===== src/rtl/datapath_core.sv =====
// Register-file + ALU datapath executing the sequencer's control word.
// Optional DATAPATH_FLAGS_EN adds the {N,Z,C,V} flags register and the CMP opcode.
module datapath_core #(
  parameter int unsigned WIDTH = 16
) (
  input  logic             clk,
  input  logic             reset,
  input  logic [WIDTH-1:0] immediate,
  input  logic             imm_control,
  input  logic [4:0]       control1,
  input  logic [4:0]       control2,
  input  logic [7:0]       opcode,
  input  logic             buff_en,
  input  logic [15:0]      enable,
  input  logic [3:0]       dbg_sel,
  output logic [WIDTH-1:0] dbg_out,
  output logic [WIDTH-1:0] result,
  output logic [3:0]       flags,
  output logic             illegal
);

  localparam int unsigned NREG  = 16;
  localparam int unsigned SELW  = 5;
  localparam int unsigned IDXW  = 4;
  localparam int unsigned OPW   = 8;
  localparam int unsigned SHW   = 4;

  localparam logic [OPW-1:0] OP_PASS = 8'h00;
  localparam logic [OPW-1:0] OP_AND  = 8'h01;
  localparam logic [OPW-1:0] OP_OR   = 8'h02;
  localparam logic [OPW-1:0] OP_XOR  = 8'h03;
  localparam logic [OPW-1:0] OP_NOT  = 8'h04;
  localparam logic [OPW-1:0] OP_ADD  = 8'h05;
  localparam logic [OPW-1:0] OP_SUB  = 8'h06;
  localparam logic [OPW-1:0] OP_SHL  = 8'h07;
  localparam logic [OPW-1:0] OP_SHR  = 8'h08;
`ifdef DATAPATH_FLAGS_EN
  localparam logic [OPW-1:0] OP_CMP  = 8'h09;
`endif
  localparam logic [OPW-1:0] OP_MOV  = 8'h0A;

  localparam logic [SELW-1:0] SEL_LO = 5'd1;
  localparam logic [SELW-1:0] SEL_HI = 5'd16;

  logic [WIDTH-1:0] reg_q [NREG];
  logic [WIDTH-1:0] reg_d [NREG];
  logic [WIDTH-1:0] a_q, a_d;
  logic [WIDTH-1:0] b_q, b_d;
  logic [WIDTH-1:0] result_q, result_d;
  logic             illegal_q, illegal_d;

  logic [WIDTH-1:0] alu_c;
  logic             legal_c;
  logic             wr_c;
  logic             a_sel_ok_c;
  logic             b_sel_ok_c;
  logic [IDXW-1:0]  a_idx_c;
  logic [IDXW-1:0]  b_idx_c;

`ifdef DATAPATH_FLAGS_EN
  logic [3:0]       flags_q, flags_d;
  logic [WIDTH:0]   sum_c;
  logic [WIDTH:0]   diff_c;
  logic             c_c;
  logic             v_c;
`endif

  // Operand select decode: 1..16 maps to reg[sel-1], anything else holds
  always_comb begin
    a_sel_ok_c = (control1 >= SEL_LO) && (control1 <= SEL_HI);
    b_sel_ok_c = (control2 >= SEL_LO) && (control2 <= SEL_HI);
    a_idx_c    = IDXW'(control1 - SEL_LO);
    b_idx_c    = IDXW'(control2 - SEL_LO);
  end

  // ALU on the latched operands; wr_c=0 means flags-only (CMP)
  always_comb begin
    alu_c   = '0;
    legal_c = 1'b1;
    wr_c    = 1'b1;
`ifdef DATAPATH_FLAGS_EN
    sum_c   = {1'b0, a_q} + {1'b0, b_q};
    diff_c  = {1'b0, a_q} - {1'b0, b_q};
    c_c     = 1'b0;
    v_c     = 1'b0;
`endif
    case (opcode)
      OP_PASS: alu_c = a_q;
      OP_AND:  alu_c = a_q & b_q;
      OP_OR:   alu_c = a_q | b_q;
      OP_XOR:  alu_c = a_q ^ b_q;
      OP_NOT:  alu_c = ~a_q;
`ifdef DATAPATH_FLAGS_EN
      OP_ADD: begin
        alu_c = sum_c[WIDTH-1:0];
        c_c   = sum_c[WIDTH];
        v_c   = (a_q[WIDTH-1] == b_q[WIDTH-1]) && (sum_c[WIDTH-1] != a_q[WIDTH-1]);
      end
      OP_SUB: begin
        alu_c = diff_c[WIDTH-1:0];
        c_c   = diff_c[WIDTH];
        v_c   = (a_q[WIDTH-1] != b_q[WIDTH-1]) && (diff_c[WIDTH-1] != a_q[WIDTH-1]);
      end
      OP_CMP: begin
        alu_c = diff_c[WIDTH-1:0];
        c_c   = diff_c[WIDTH];
        v_c   = (a_q[WIDTH-1] != b_q[WIDTH-1]) && (diff_c[WIDTH-1] != a_q[WIDTH-1]);
        wr_c  = 1'b0;
      end
`else
      OP_ADD:  alu_c = a_q + b_q;
      OP_SUB:  alu_c = a_q - b_q;
`endif
      OP_SHL:  alu_c = a_q << b_q[SHW-1:0];
      OP_SHR:  alu_c = a_q >> b_q[SHW-1:0];
      OP_MOV:  alu_c = b_q;
      default: begin
        legal_c = 1'b0;
        wr_c    = 1'b0;
      end
    endcase
  end

  // Next state: operand latch when idle, write-back when buff_en
  always_comb begin
    a_d       = a_q;
    b_d       = b_q;
    result_d  = result_q;
    illegal_d = 1'b0;
    for (int i = 0; i < NREG; i++) reg_d[i] = reg_q[i];
`ifdef DATAPATH_FLAGS_EN
    flags_d   = flags_q;
`endif
    if (!buff_en) begin
      if (a_sel_ok_c) a_d = reg_q[a_idx_c];
      if (imm_control)     b_d = immediate;
      else if (b_sel_ok_c) b_d = reg_q[b_idx_c];
    end else if (!legal_c) begin
      illegal_d = 1'b1;
    end else begin
      if (wr_c) begin
        result_d = alu_c;
        for (int i = 0; i < NREG; i++) begin
          if (enable[i]) reg_d[i] = alu_c;
        end
      end
`ifdef DATAPATH_FLAGS_EN
      flags_d = {alu_c[WIDTH-1], (alu_c == '0), c_c, v_c};
`endif
    end
  end

  always_ff @(posedge clk) begin
    if (reset) begin
      for (int i = 0; i < NREG; i++) reg_q[i] <= '0;
      a_q       <= '0;
      b_q       <= '0;
      result_q  <= '0;
      illegal_q <= 1'b0;
`ifdef DATAPATH_FLAGS_EN
      flags_q   <= '0;
`endif
    end else begin
      for (int i = 0; i < NREG; i++) reg_q[i] <= reg_d[i];
      a_q       <= a_d;
      b_q       <= b_d;
      result_q  <= result_d;
      illegal_q <= illegal_d;
`ifdef DATAPATH_FLAGS_EN
      flags_q   <= flags_d;
`endif
    end
  end

  assign dbg_out = reg_q[dbg_sel];
  assign result  = result_q;
  assign illegal = illegal_q;
`ifdef DATAPATH_FLAGS_EN
  assign flags   = flags_q;
`else
  assign flags   = 4'b0000;
`endif

endmodule


===== config.mk =====
export PLATFORM = sky130hd
export DESIGN_NAME = datapath_core
export DESIGN_NICKNAME = d
export VERILOG_FILES = /design/src/rtl/datapath_core.sv
export SDC_FILE = /design/constraint.sdc
export NUM_CORES = 1
export LEC_CHECK = 0
export CAP_MARGIN = 20
export CORE_UTILIZATION = 67
export CTS_CLUSTER_SIZE = 30
export DETAILED_ROUTE_END_ITERATION = 6
export GPL_TIMING_DRIVEN = 0
export HOLD_SLACK_MARGIN = 0.08
export PLACE_DENSITY_LB_ADDON = 0.2
export SETUP_SLACK_MARGIN = 0.05
export SLEW_MARGIN = 20
export SYNTH_ARGS = -nofsm -noshare
export SYNTH_HDL_FRONTEND = slang
export SYNTH_SLANG_ARGS = --single-unit

===== constraint.sdc =====
create_clock -name clk -period 6.8 [get_ports clk]
set_input_delay 1.02 -clock clk [delete_from_list [all_inputs] [get_ports clk]]
set_output_delay 1.02 -clock clk [all_outputs]
set_load 0.05 [all_outputs]

==> out/results.tsv, run 1 <==
stage	metric	value	unit
floorplan	die_w	178.2	um
placement	globalplace.congestion	1.038	
logic_synthesis	netlist_area	20810	sq um
floorplan	pin_count	95	
logic_synthesis	synth-edff-count	256	
floorplan	start_util	68.03	%
logic_synthesis	async_reset_ff_share	0	%
clocking	postCtsResizedCells	0	
floorplan	rows	64	
clocking	cts_sinks	305	
clocking	post-cts-setup-buffer-count	0	
global_route	grt_pass1_vias	21360	
clocking	cts_buffers	28	
logic_synthesis	synth_area_leaders	edfxtp_1 (37%), mux4_2 (29%), dfxtp_1 (4.7%)	
run_status	lastStage	global routing	
placement	io_buffer_count	84	
run_status	status	did not finish	
logic_synthesis	yosysTopAreaCell	edfxtp_1	
global_route	grt_overflow_total	31	
clocking	cts_root_buf	clkbuf_16	
logic_synthesis	synth_top_area_share	36.94	%
floorplan	die_y	178.2	um
logic_synthesis	yosys-top-cells-count	mux4_2 (265), edfxtp_1 (256), nor2_1 (244), mux2i_1 (70), clkbuf_1 (65)	
clocking	htreeDepth	1	
global_route	grt_pass1_wl	159800	um
global_route	grt_max_degree	17	
clocking	hold_buffers	0	
clocking	clock_path_buffers	3	
logic_synthesis	yosysSeqAreaShare	41.66	%
logic_synthesis	synth_ff_type	edfxtp_1	
global_route	grt_usage	73.01	%
run_status	error	[ERROR GRT-0116] Global routing finished with congestion. Check the congestion regions in the DRC Viewer.	
logic_synthesis	synth.distinct_cells	85	
logic_synthesis	synth_most_common_cell	mux4_2	
logic_synthesis	yosys_warnings	0	
logic_synthesis	ys_ff_latch	305	
placement	dp_hpwl	66340	um
logic_synthesis	netlist_instances	1575	
logic_synthesis	syn_area_per_cell	13.21	sq um
-- layer usage --
metal / GRT usage [%] / GRT overflow
met4: 72.18 / 18
met2: 89.85 / 11
met3: 57.03 / 2
met5: 29.97 / 0
met1: 73.07 / 0
-- through the flow --
stage | cell area (sq um) | cells | util, % | hold slack (ns) | setup slack, ns
global placement | 22160 | 2058 | 72.43 | 0.4935 | 0.1197
floorplan | 20820 | 1578 | - | 0.5170 | 2.279
detailed placement | 22220 | 2059 | 72.63 | 0.5160 | 0.2848
CTS | 23150 | 2111 | 75.67 | 0.5556 | 0.7765
-- kinds of logic after synthesis --
| family | Yosys count | share of synthesized area [%] |
|---|---|---|
| AOI/OAI and AO/OA | 221 | 7.624 |
| xor gates and xnor gates | 35 | 1.473 |
| adders and majority gates | 56 | 3.403 |
| buffers and inverters | 208 | 4.407 |
| DFF | 305 | 41.66 |
| muxes | 340 | 32.32 |
| other | 1 | 0.01802 |
| and+or+nand+nor | 409 | 9.098 |
==> run 2, diff against run 1 <==
--- a/config.mk
+++ b/config.mk
@@ -6,13 +6,10 @@
 export NUM_CORES = 1
 export LEC_CHECK = 0
 export CAP_MARGIN = 20
-export CORE_UTILIZATION = 67
-export CTS_CLUSTER_SIZE = 30
+export CORE_UTILIZATION = 40
 export DETAILED_ROUTE_END_ITERATION = 6
 export GPL_TIMING_DRIVEN = 0
-export HOLD_SLACK_MARGIN = 0.08
-export PLACE_DENSITY_LB_ADDON = 0.2
-export SETUP_SLACK_MARGIN = 0.05
+export PLACE_DENSITY_LB_ADDON = 0.15
 export SLEW_MARGIN = 20
 export SYNTH_ARGS = -nofsm -noshare
 export SYNTH_HDL_FRONTEND = slang
==> out/results.tsv, run 2 <==
stage	metric	value	unit	change
run_status	status	finished clean		
setup_path	r2r_setup_slack	1.34	ns	
global_route	grt_max_degree	17		
logic_synthesis	synth_ff_type	edfxtp_1		
global_route	antenna_found_initial	3		
setup_path	crit_path_start	opcode[5]		
timing	period_needed	5.971	ns	
global_route	grt_pass1_wl	115000	um	
placement	place_inst	2344		+14%
logic_synthesis	synth_most_common_cell	mux4_2		
route	detail-route-antenna-nets	0		
logic_synthesis	yosysTopAreaCell	edfxtp_1		
logic_synthesis	synth_area_leaders	edfxtp_1 (37%), mux4_2 (29%), dfxtp_1 (4.7%)		
clocking	clock_path_buffers	3		unchanged
timing	fmax	167.5	MHz	
pwr	peakVddDrop	165.6	uV	
timing	hold_ws	0.5060	ns	
setup_path	worst-setup-path-type	input port to flop		
route	drtPass1Iterations	5		
logic_synthesis	yosys-top-cells-count	mux4_2 (265), edfxtp_1 (256), nor2_1 (244), mux2i_1 (70), clkbuf_1 (65)		
placement	dp_hpwl	63060	um	-5.0%
route	routed_wirelength	82010	um	
floorplan	die_w	230.1	um	+29%
pwr	p_leak	0.008135	uW	
cells_and_area	layout_common_cells	mux4_2 (265), edfxtp_1 (256), nor2_1 (244)		
floorplan	die_y	230.1	um	+29%
timing	finalWorstSetupSlack	0.8289	ns	
floorplan	core_area	51410	sq um	
floorplan	start_util	40.48	%	-28 points
setup_path	crit_path_max_fanout	10		
timing	slew_headroom	18.75	%	
clocking	clkTransAtPathRegs	0.06	ns	
cells_and_area	mostFrequentLayoutCell	mux4_2		
placement	io_buffer_count	84		unchanged
cells_and_area	final_cell_area	23790	sq um	
clocking	cts_root_buf	clkbuf_16		
setup_path	worstReg2RegStart	b_q[0]		
placement	dpl_cell_area	22580	sq um	+1.6%
setup_path	cp-endpoint	reg_q[12][12]		
route	vias	16110		
pwr	fin_total_pwr	5405	uW	
timing	tightest_slew	1.213	ns	
setup_path	crit_path_end_kind	flop		
route	viasPerCell	6.681		
clocking	post-cts-setup-buffer-count	0		unchanged
logic_synthesis	synth_top_area_share	36.94	%	unchanged
timing	hold_viol	0		
logic_synthesis	synth-edff-count	256		unchanged
timing	period_share	87.81	%	
timing	report.final.slew_viol_count	0		
logic_synthesis	netlist_instances	1575		unchanged
cells_and_area	drive_above_1_share	25.13	%	
cells_and_area	largest_register_ffs	256		
worst_hold_path	hold_class	flop to flop		
clocking	cts_tree	yes		
global_route	grt_overflow_total	0		
cells_and_area	num_antenna_cells	0		
route	drc_errors	0		
route	wl_per_cell	34.01	um	
timing	fin_skew	0.02684	ns	
logic_synthesis	synth.distinct_cells	85		unchanged
floorplan	pin_count	95		unchanged
clocking	hold_buffers	0		unchanged
logic_synthesis	async_reset_ff_share	0	%	unchanged
logic_synthesis	syn_area_per_cell	13.21	sq um	unchanged
logic_synthesis	netlist_area	20810	sq um	unchanged
logic_synthesis	yosysSeqAreaShare	41.66	%	unchanged
clocking	cts_buffers	37		+32%
clocking	htreeDepth	2		+1
logic_synthesis	yosys_warnings	0		unchanged
pwr	power_density	227.2	nW/um^2	
clocking	cts_sinks	305		unchanged
placement	place_ws	0.3237	ns	+0.03885 ns
cells_and_area	top_register	reg_q		
setup_path	start_kind	input port		
setup_path	critical_path_required	7.07	ns	
floorplan	rows	83		+30%
placement	globalplace.congestion	1.010		-2.7%
logic_synthesis	ys_ff_latch	305		unchanged
job	cap_violations	0		
clocking	clk_latency	0.57	ns	
floorplan	die-area	52940	sq um	
cells_and_area	layout.nets	1818		
cells_and_area	final_cells	2411		
global_route	grt_pass1_vias	15340		
timing	rsz0062_at_grt	no		
global_route	grt_usage	31.00	%	
route	drtIter0Drc	1950		
cells_and_area	area_growth	14.33	%	
setup_path	critPathArrivalTime	6.24	ns	
setup_path	r2r_end	reg_q[14][10]		
setup_path	rr_worst_depth	16		
clocking	postCtsResizedCells	0		unchanged
timing	setup_viol	0		
run 2: cell counts after synthesis:
No cell type changed its count.
run 2: final cells by class:
class	count	area, sq um
Fill cell	4656	27610
Multi-Input combinational cell	1065	11290
Sequential cell	305	8668
Clock buffer	43	1001
Timing Repair Buffer	87	867.1
Tap cell	680	850.8
Buffer	155	726.9
Inverter	53	198.9
Clock inverter	23	191.4
run 2: logic make-up after synthesis:
kind of cell               Yosys count  synth area share (%)
adders and majority gates           56                 3.403
AOI/OAI and AO/OA                  221                 7.624
buffers and inverters              208                 4.407
and+or+nand+nor                    409                 9.098
xor gates and xnor gates            35                 1.473
other                                1               0.01802
DFF                                305                 41.66
muxes                              340                 32.32
run 2: where the power goes:
part           internal, uW  leakage (uW)  switching [uW]
clock                  1170      0.000594             825
sequential             2100       0.00305            76.7
combinational           508       0.00449             733
run 2: stage by stage:
stage | setup TNS [ns] | util (%)
4_1_cts | 0 | 46.24
5_1_grt | 0 | 46.28
6_report | 0 | 46.28
2_1_floorplan | 0 | -
3_5_place_dp | 0 | 43.92
3_3_place_gp | -0.4132 | 43.79
run 2: critical path: stages:
cell,delay (ns)
clkdlybuf4s50_1,0.42
or4_4,0.57
buf_6,0.19
nor3_2,0.74
nor2_1,0.12
xnor2_1,0.17
ha_1,0.40
a211oi_2,0.36
o21ai_1,0.27
a221oi_2,0.42
xnor2_1,0.20
a2111oi_2,0.91
buf_4,0.32
nor2_1,0.12
run 2: layer usage:
| metal | wire [um] | track usage, % |
|---|---|---|
| met4 | 3171 | 10.60 |
| met5 | 0 | 0 |
| met3 | 8122 | 5.308 |
| met1 | 34240 | 45.36 |
| met2 | 36480 | 46.49 |
run 2: worst min-delay path by stage:
stage                     startpoint          to  slack, ns  cells after the start
final                      result[3]   result[3]       0.51                      2
after detailed placement  result[14]  result[14]       0.50                      2
after global routing      result[14]  result[14]       0.53                      2
after global placement    result[10]  result[10]       0.50                      2
after floorplan              b_q[14]     b_q[14]       0.52                      2
after CTS                  result[3]   result[3]       0.51                      2
Power figures use the tool's default switching activity.
==> run 3, diff against run 2 <==
--- a/config.mk
+++ b/config.mk
@@ -5,6 +5,7 @@
 export SDC_FILE = /design/constraint.sdc
 export NUM_CORES = 1
 export LEC_CHECK = 0
+export ABC_AREA = 0
 export CAP_MARGIN = 20
 export CORE_UTILIZATION = 40
 export DETAILED_ROUTE_END_ITERATION = 6
==> constraint.sdc (replaced) <==
create_clock -name clk -period 6 [get_ports clk]
set_input_delay 0.9 -clock clk [delete_from_list [all_inputs] [get_ports clk]]
set_output_delay 0.9 -clock clk [all_outputs]
set_load 0.05 [all_outputs]
==> results of run 3 <==
Same layout as run 2 (identical final DEF). Status: finished clean.
Among the figures that moved: setup slack after placement 0.3237 ns -> -0.3563 ns; setup slack after layout 0.8289 ns -> 0.1489 ns; register-to-register setup slack 1.34 ns -> 0.54 ns; total power 5405 uW -> 6126 uW; worst IR drop on VDD 165.6 uV -> 187.7 uV
